$ cat src/rtl/apb_timer.sv
// APB completer exposing a prescaled 32-bit down-counter timer.
// Four registers: CTRL, LOAD, COUNT (read-only), STATUS (W1C expiry flag).
// Bus responses are Moore outputs of the transfer FSM, the wait counter
// and the registers; address and direction are captured at SETUP.
module apb_timer #(
   parameter int ADDR_WIDTH  = 8,
   parameter int WAIT_STATES = 1
) (
   input  logic                  PCLK,
   input  logic                  PRESET,
   input  logic                  PSEL,
   input  logic                  PENABLE,
   input  logic                  PWRITE,
   input  logic [ADDR_WIDTH-1:0] PADDR,
   input  logic [31:0]           PWDATA,
   output logic [31:0]           PRDATA,
   output logic                  PREADY,
   output logic                  PSLVERR,
   output logic                  irq
);

   typedef enum logic {
      IDLE,
      ACCESS
   } state_t;

   localparam logic [3:0] WAIT_INIT = 4'(WAIT_STATES);

   localparam logic [1:0] REG_CTRL   = 2'd0;
   localparam logic [1:0] REG_LOAD   = 2'd1;
   localparam logic [1:0] REG_COUNT  = 2'd2;
   localparam logic [1:0] REG_STATUS = 2'd3;

   state_t                state, state_next;
   logic [3:0]            wait_cnt, wait_next;
   logic [ADDR_WIDTH-1:0] addr_q;
   logic                  write_q;

   // timer registers
   logic        en, auto_reload, irq_en;
   logic [7:0]  prescale;
   logic [7:0]  presc_cnt;
   logic [31:0] load_val;
   logic [31:0] count;
   logic        expired;

   logic        ready, addr_bad, err, complete, wr_ok;
   logic [1:0]  reg_sel;
   logic        wr_ctrl, wr_load, wr_status;
   logic        tick_raw, tick;
   logic [31:0] rd_mux;

   // Next-state logic of the transfer FSM and its wait-state counter.
   // NOTE: every signal written here gets a default first, so no path through
   // the case leaves it unassigned and no latch is inferred.
   always_comb begin
      state_next = state;
      wait_next  = wait_cnt;
      case (state)
         IDLE: begin
            if (PSEL && !PENABLE) begin
               state_next = ACCESS;
               wait_next  = WAIT_INIT;
            end
         end
         ACCESS: begin
            if (!PSEL) begin
               // aborted transfer: drop back without touching any register
               state_next = IDLE;
            end else if (wait_cnt == 4'd0) begin
               if (PENABLE) state_next = IDLE;
            end else begin
               wait_next = wait_cnt - 4'd1;
            end
         end
         default: state_next = IDLE;
      endcase
   end

   // FSM state, wait counter and the address/direction captured at SETUP.
   // NOTE: sequential state uses non-blocking assignments so every flop samples
   // the pre-edge values regardless of statement order.
   always_ff @(posedge PCLK or posedge PRESET) begin
      if (PRESET) begin
         state    <= IDLE;
         wait_cnt <= 4'd0;
         addr_q   <= '0;
         write_q  <= 1'b0;
      end else begin
         state    <= state_next;
         wait_cnt <= wait_next;
         if (state == IDLE && PSEL && !PENABLE) begin
            addr_q  <= PADDR;
            write_q <= PWRITE;
         end
      end
   end

   // Decode of the captured transfer and the completing-edge write strobes.
   always_comb begin
      reg_sel   = addr_q[3:2];
      addr_bad  = (addr_q[1:0] != 2'd0) || (|addr_q[ADDR_WIDTH-1:4]);
      err       = addr_bad || (write_q && reg_sel == REG_COUNT);
      ready     = (state == ACCESS) && (wait_cnt == 4'd0);
      complete  = ready && PSEL && PENABLE;
      wr_ok     = complete && write_q && !err;
      wr_ctrl   = wr_ok && (reg_sel == REG_CTRL);
      wr_load   = wr_ok && (reg_sel == REG_LOAD);
      wr_status = wr_ok && (reg_sel == REG_STATUS);
   end

   // Read mux and bus outputs; data and error are forced to 0 outside a ready cycle.
   always_comb begin
      rd_mux = 32'd0;
      case (reg_sel)
         REG_CTRL:   rd_mux = {16'd0, prescale, 5'd0, irq_en, auto_reload, en};
         REG_LOAD:   rd_mux = load_val;
         REG_COUNT:  rd_mux = count;
         REG_STATUS: rd_mux = {31'd0, expired};
         default:    rd_mux = 32'd0;
      endcase
      PREADY  = ready;
      PSLVERR = ready && err;
      PRDATA  = (ready && !write_q && !err) ? rd_mux : 32'd0;
   end

   // Tick on prescaler wrap while enabled; a CTRL write clearing EN on the
   // same edge cancels it. The >= compare recovers if PRESCALE is lowered
   // below the running prescaler value.
   always_comb begin
      tick_raw = en && (presc_cnt >= prescale);
      tick     = tick_raw && !(wr_ctrl && !PWDATA[0]);
   end

   // Timer registers: bus writes, prescaler, down-counter and expiry flag.
   always_ff @(posedge PCLK or posedge PRESET) begin
      if (PRESET) begin
         en          <= 1'b0;
         auto_reload <= 1'b0;
         irq_en      <= 1'b0;
         prescale    <= 8'd0;
         presc_cnt   <= 8'd0;
         load_val    <= 32'd0;
         count       <= 32'd0;
         expired     <= 1'b0;
      end else begin
         if (wr_load || !en || presc_cnt >= prescale) begin
            presc_cnt <= 8'd0;
         end else begin
            presc_cnt <= presc_cnt + 8'd1;
         end

         if (wr_ctrl) begin
            en          <= PWDATA[0];
            auto_reload <= PWDATA[1];
            irq_en      <= PWDATA[2];
            prescale    <= PWDATA[15:8];
         end else if (tick && count == 32'd0 && !auto_reload) begin
            en <= 1'b0;
         end

         if (wr_load) load_val <= PWDATA;

         // a LOAD write overrides the tick's effect on COUNT
         if (wr_load) begin
            count <= PWDATA;
         end else if (tick) begin
            if (count != 32'd0)   count <= count - 32'd1;
            else if (auto_reload) count <= load_val;
         end

         // expiry set takes priority over a same-edge W1C
         if (tick && count == 32'd0) begin
            expired <= 1'b1;
         end else if (wr_status && PWDATA[0]) begin
            expired <= 1'b0;
         end
      end
   end

   // Interrupt is a gate of two flops, so it cannot glitch on bus activity.
   assign irq = expired & irq_en;

endmodule

$ cat config.mk
export PLATFORM = sky130hd
export DESIGN_NAME = apb_timer
export DESIGN_NICKNAME = d
export VERILOG_FILES = /design/src/rtl/apb_timer.sv
export SDC_FILE = /design/constraint.sdc
export NUM_CORES = 1
export LEC_CHECK = 0
export ABC_AREA = 1
export CAP_MARGIN = 20
export CORE_MARGIN = 2
export CORE_UTILIZATION = 58
export CTS_BUF_LIST = sky130_fd_sc_hd__clkbuf_4 sky130_fd_sc_hd__clkbuf_8
export CTS_CLUSTER_SIZE = 8
export DETAILED_ROUTE_END_ITERATION = 10
export PLACE_DENSITY = 0.92
export SYNTH_ARGS = -nofsm -noshare
export SYNTH_HDL_FRONTEND = slang
export SYNTH_SLANG_ARGS = --single-unit
export TNS_END_PERCENT = 10
$ cat constraint.sdc
create_clock -name PCLK -period 3.7 [get_ports PCLK]
set_input_delay 0.555 -clock PCLK [delete_from_list [all_inputs] [get_ports PCLK]]
set_output_delay 0.555 -clock PCLK [all_outputs]
set_load 0.02 [all_outputs]
# Yosys cells after proc, flatten, opt, wreduce, memory -nomap -nowiden
# Cells that the tools add are included.
# word_totals
output_inout_bits	35
mem_bits_ro	0
in_bits	45
elab_cells	88
regBits	98
ramBits	0
latchBits	0
mem_count	0
# op_classes
n_lt_le_gt_ge	1
n_div	0
reduce_logical	44
n_eq_ne	6
shift	0
n_bitwise	2
mux	20
mul	0
add_sub_neg	3
# ops
op	count
2-to-1 mux 32 bit	5
case mux 32 bit (4 select lines)	1
zero test 32 bit	1
nonzero test 32 bit	1
subtractor 32 x 1 -> 32 bit, second input constant	1
logical AND 1 bit	21
2-to-1 mux 4 bit	3
adder 8 x 1 -> 8 bit, second input constant	1
>= comparator 8 bit	1
2-to-1 mux 1 bit	8
2-to-1 mux 8 bit	1
case mux 4 bit (2 select lines)	1
nonzero test 2 bit	4
zero test 1 bit	7
inequality test 2 bit, second input constant	3
equality test 2 bit, second input constant	2
zero test 4 bit	1
logical OR 1 bit	4
OR reduction 4 bit	1
subtractor 4 x 1 -> 4 bit, second input constant	1
AND reduction 3 bit	1
nonzero test 3 bit	1
equality test 2 x 1 -> 1 bit, second input constant	1
zero test 2 bit	1
other kinds (4)	4

# Logic depth before layout (Yosys ltp)
# depth
word_depth	14
mapped_depth	15
ltp_nobuf	14

# Worst setup path after synthesis
# No wires, ideal clock.
# synth_path
kind	register -> output
from	register wait_cnt[0]
to	output PRDATA[10]
n_path_buf	1
slack_ps	1609
required_ps	3145
stages_incl_launch_ff	8
arrival_ps	1536
cell_sequence	dfrtp_1 inv_1 ha_1 nand3_2 nor2_1 nand2_1 buf_1 a31oi_1
# synth_via
elab_chain_len	5
# synth_rtl
element	line	rtl
start, declared	35	logic [3:0] wait_cnt, wait_next;
start signal, assigned	91	wait_cnt <= wait_next;
zero test 4 bit	104	ready = (state == ACCESS) && (wait_cnt == 4'd0);
logical AND 1 bit	104	
logical AND 1 bit (2 in series)	124	PRDATA = (ready && !write_q && !err) ? rd_mux : 32'd0;
2-to-1 mux 32 bit	124	
end, declared	16	output logic [31:0] PRDATA,
# No other way between the ends.

# Final worst setup path
# layout_path
from	register wait_cnt[0]
to	output PRDATA[29]
# The elaborated chain is that of the path after synthesis.

==> metrics.txt <==
synth warn=0; drt initial violations=445; Syn Area/Cell=6.62 um^2; post-CTS sizing=0; Worst slew margin=~44%; Fin. Hold Viols=0; ratio of cells with drive above 1 in the final layout=5.39%; Global Route Usage Sum=between 20 and 30%; top_reg_cell synth=dfrtp_1; crit path launch type=flip-flop; fill cell count=about 910; run status=finished, final reports clean; Nets=between 1000 and 1500; gpl congestion=0.953; PwrDens=approximately 330 nW/um^2; Cell variety after synth=34; reg-to-reg slack, setup=roughly 1.1 ns; CP Depth=8; post-synth top area share=between 30% and 40%; crit path cell chain=inv_1 > ha_1 > nand3_2 > nor2_1 > nand2_1 > buf_4 > a21oi_1 > clkdlybuf4s50_1; VDD IR max=between 0.2 and 0.25 mV; Synth area leaders=dfrtp_1 (40%), nand2_1 (25%), nand3_1 (6.3%), nor2_1 (4.8%), inv_1 (4.5%); final core occ=70.5%; postcts setup bufs=0; Fmax=282 MHz; pin count of the biggest net entering global routing=87; first drt pass iteration count=7; HP Class=input pin to async pin; vias in the first global route=5835; drt total wl=between 15000 and 20000 um; FP Rows=37; Final setup viols=0; Wirelength per Cell=14.3 um; Mapped Nets=987; Antenna diodes=0; CORE AREA=10300 um^2; Power Total=about 2.4 mW; Reg clk slew, reported paths=roughly 0.1 ns; Worst-Margin Slew=0.835 ns; Critical Path AT=between 2 and 3 ns; R2R cell count=11; initial antenna violation count=0; worst stage delay on the critical path=roughly 0.64 ns; hold-fix buffer count after cts=0; Final Cycle Share=a little over nine tenths; critical path buffer and inverter count=3; # DRC=0; Syn Inst Count=between 900 and 1000; first-pass GRT wire length=27200 um; worst-path cell with the longest stage delay=clkdlybuf4s50_1; EDFF count, synth=0; worst clock skew=0.0107 ns; Worst Path Required=3.14 ns; H-tree levels=3; largest area contributor in the netlist=dfrtp_1; Area growth, synth to finish=18.1%; starting density of the core=59.7%; sequential area share after synthesis=between 30% and 40%; RR Startpoint=count[0]; Slew Limit Fails=0; Pleak=3.69 nW; Inserted Clock Buffers=9; I/O pin cnt=80; CP endpoint=PRDATA[29]; Critical Path Source=wait_cnt[0]; Die Width=about 110 um; register bit total from synthesis=98; Sink Count=98; Clock Path Buffers=2; worst-path maximum fanout=17; grt ovf=0; clock latency on the worst-skew pair=about 0.38 ns; Reg-to-Reg End=count[4]; Routed Antenna Nets=0; Post-synth ARST share=100%; RSZ-0062 raised after global routing=false; Tmin final=3.54 ns; die area=11500 um^2; DP HPWL=11500 um; max_cap viols=0; Vias/cell=5.48; Synth Cell Area=6160 um^2; port bufs=79; setup TNS=0 ns; Worst setup EP type=output port; top cell family by delay on the critical path=buffers and inverters; CTS tree=yes; via count=6240; Die Span Y=107 um; final hold slack=0.426 ns; crit path kind=flip-flop to output port; CTS root buffer=clkbuf_8
## metrics by stage
step | setup slack (ns) | std cells | cell area, um^2
2_1_floorplan | 0.583 | 930 | 6160
3_3_place_gp | 0.728 | 1122 | 7040
3_5_place_dp | 0.630 | 1122 | 7040
4_1_cts | 0.211 | 1138 | 7270
5_1_grt | 0.101 | 1138 | 7270
6_report | 0.158 | 1138 | 7270
## cells by family (layout without fill, tap and decap cells)
logic type | Yosys count | count (layout) | share of synthesized area (%)
AO/OA/AOI/OAI | 87 | 87 | 7.50
XOR/XNOR | 10 | 10 | 1.42
adder cells (fa/ha/maj) | 12 | 12 | 2.44
buffers and inverters | 112 | 184 | 7.58
flip-flops | 98 | 98 | 39.8
AND/OR/NAND/NOR | 611 | 611 | 41.2
## report_power, final
group          switching (mW)  internal (mW)  total, mW
registers              0.0453           1.13       1.17
clock network           0.393          0.412      0.805
logic                   0.249          0.137      0.386
## cells in the mapped netlist (4+ instances only)
master and n:
nor2_2 8, nand3_1 77, inv_2 4, nor2_1 79
nand4_1 12, a21oi_1 29, dfrtp_1 98, nand2_1 412
o21ai_1 9, o21ai_0 35, ha_1 12, inv_1 74
buf_2 14, nand2_2 4, xor2_1 10, nand3b_1 4
nor3b_1 4, clkbuf_1 10, a31oi_1 10
## placed cells by master, fill, tap and decap left out, types with 2 or more instances in the layout
master and n:
clkinv_4 2, nand4_1 12, inv_1 73, bufinv_16 2, ha_1 12, inv_4 2, nand2_2 4, o21ai_0 35
nand3_1 77, xor2_1 10, nor3_1 3, o21ai_1 9, a21oi_1 29, dfrtp_1 98, a31oi_1 10, nand2_1 412
buf_4 8, nand3_2 2, inv_2 4, nor3b_1 4, clkdlybuf4s50_1 79, nor2_2 10, clkbuf_8 10, nor2_4 2
or2_2 2, nor2_1 77, nand3b_1 4
## sequential cells by signal, summed over array words and instances, names as in the netlist
signal       flops
addr_q           8
auto_reload      1
load_val        32
count           32
presc_cnt        8
state            1
wait_cnt         4
write_q          1
expired          1
irq_en           1
en               1
prescale         8
## worst reg2reg max path: stages (launching register included)
cell,delay [ns]
dfrtp_1,0.41
inv_1,0.14
ha_1,0.23
nand2_1,0.08
nor2_2,0.14
nand3_2,0.13
nor2_8,0.33
nand2_1,0.11
nand4_1,0.11
nand2_2,0.46
nand2_1,0.21
o21ai_1,0.08
## how the worst min path moves through the flow
stage	end	startpoint	cells past startpoint	slack, ns
after floorplan	addr_q[1]	addr_q[1]	2	0.44
after global placement	addr_q[0]	addr_q[0]	2	0.46
after detailed placement	addr_q[1]	addr_q[1]	2	0.46
after CTS	wait_cnt[2]	PRESET	2	0.43
after global routing	wait_cnt[3]	PRESET	2	0.45
final	wait_cnt[0]	PRESET	2	0.43
## layer usage
metal	track usage (%)	up-vias	routed length, um
met4	12.2	0	422
li1	-	3087	-
met2	47.5	241	7400
met1	41.4	2877	7430
met3	3.53	35	1030
met5	0	-	0
## cell type report
| type | instances | area [um^2] | share of cell area (%) |
|---|---|---|---|
| Clock buffer | 11 | 145 | 2.00 |
| Clock inverter | 5 | 86.3 | 1.19 |
| Inverter | 80 | 305 | 4.20 |
| Multi-Input combinational cell | 720 | 3240 | 44.6 |
| Sequential cell | 98 | 2450 | 33.7 |
| Tap cell | 136 | 170 | 2.34 |
| Timing Repair Buffer | 88 | 871 | 12.0 |
No activity file was read; power rests on OpenSTA's default activity.
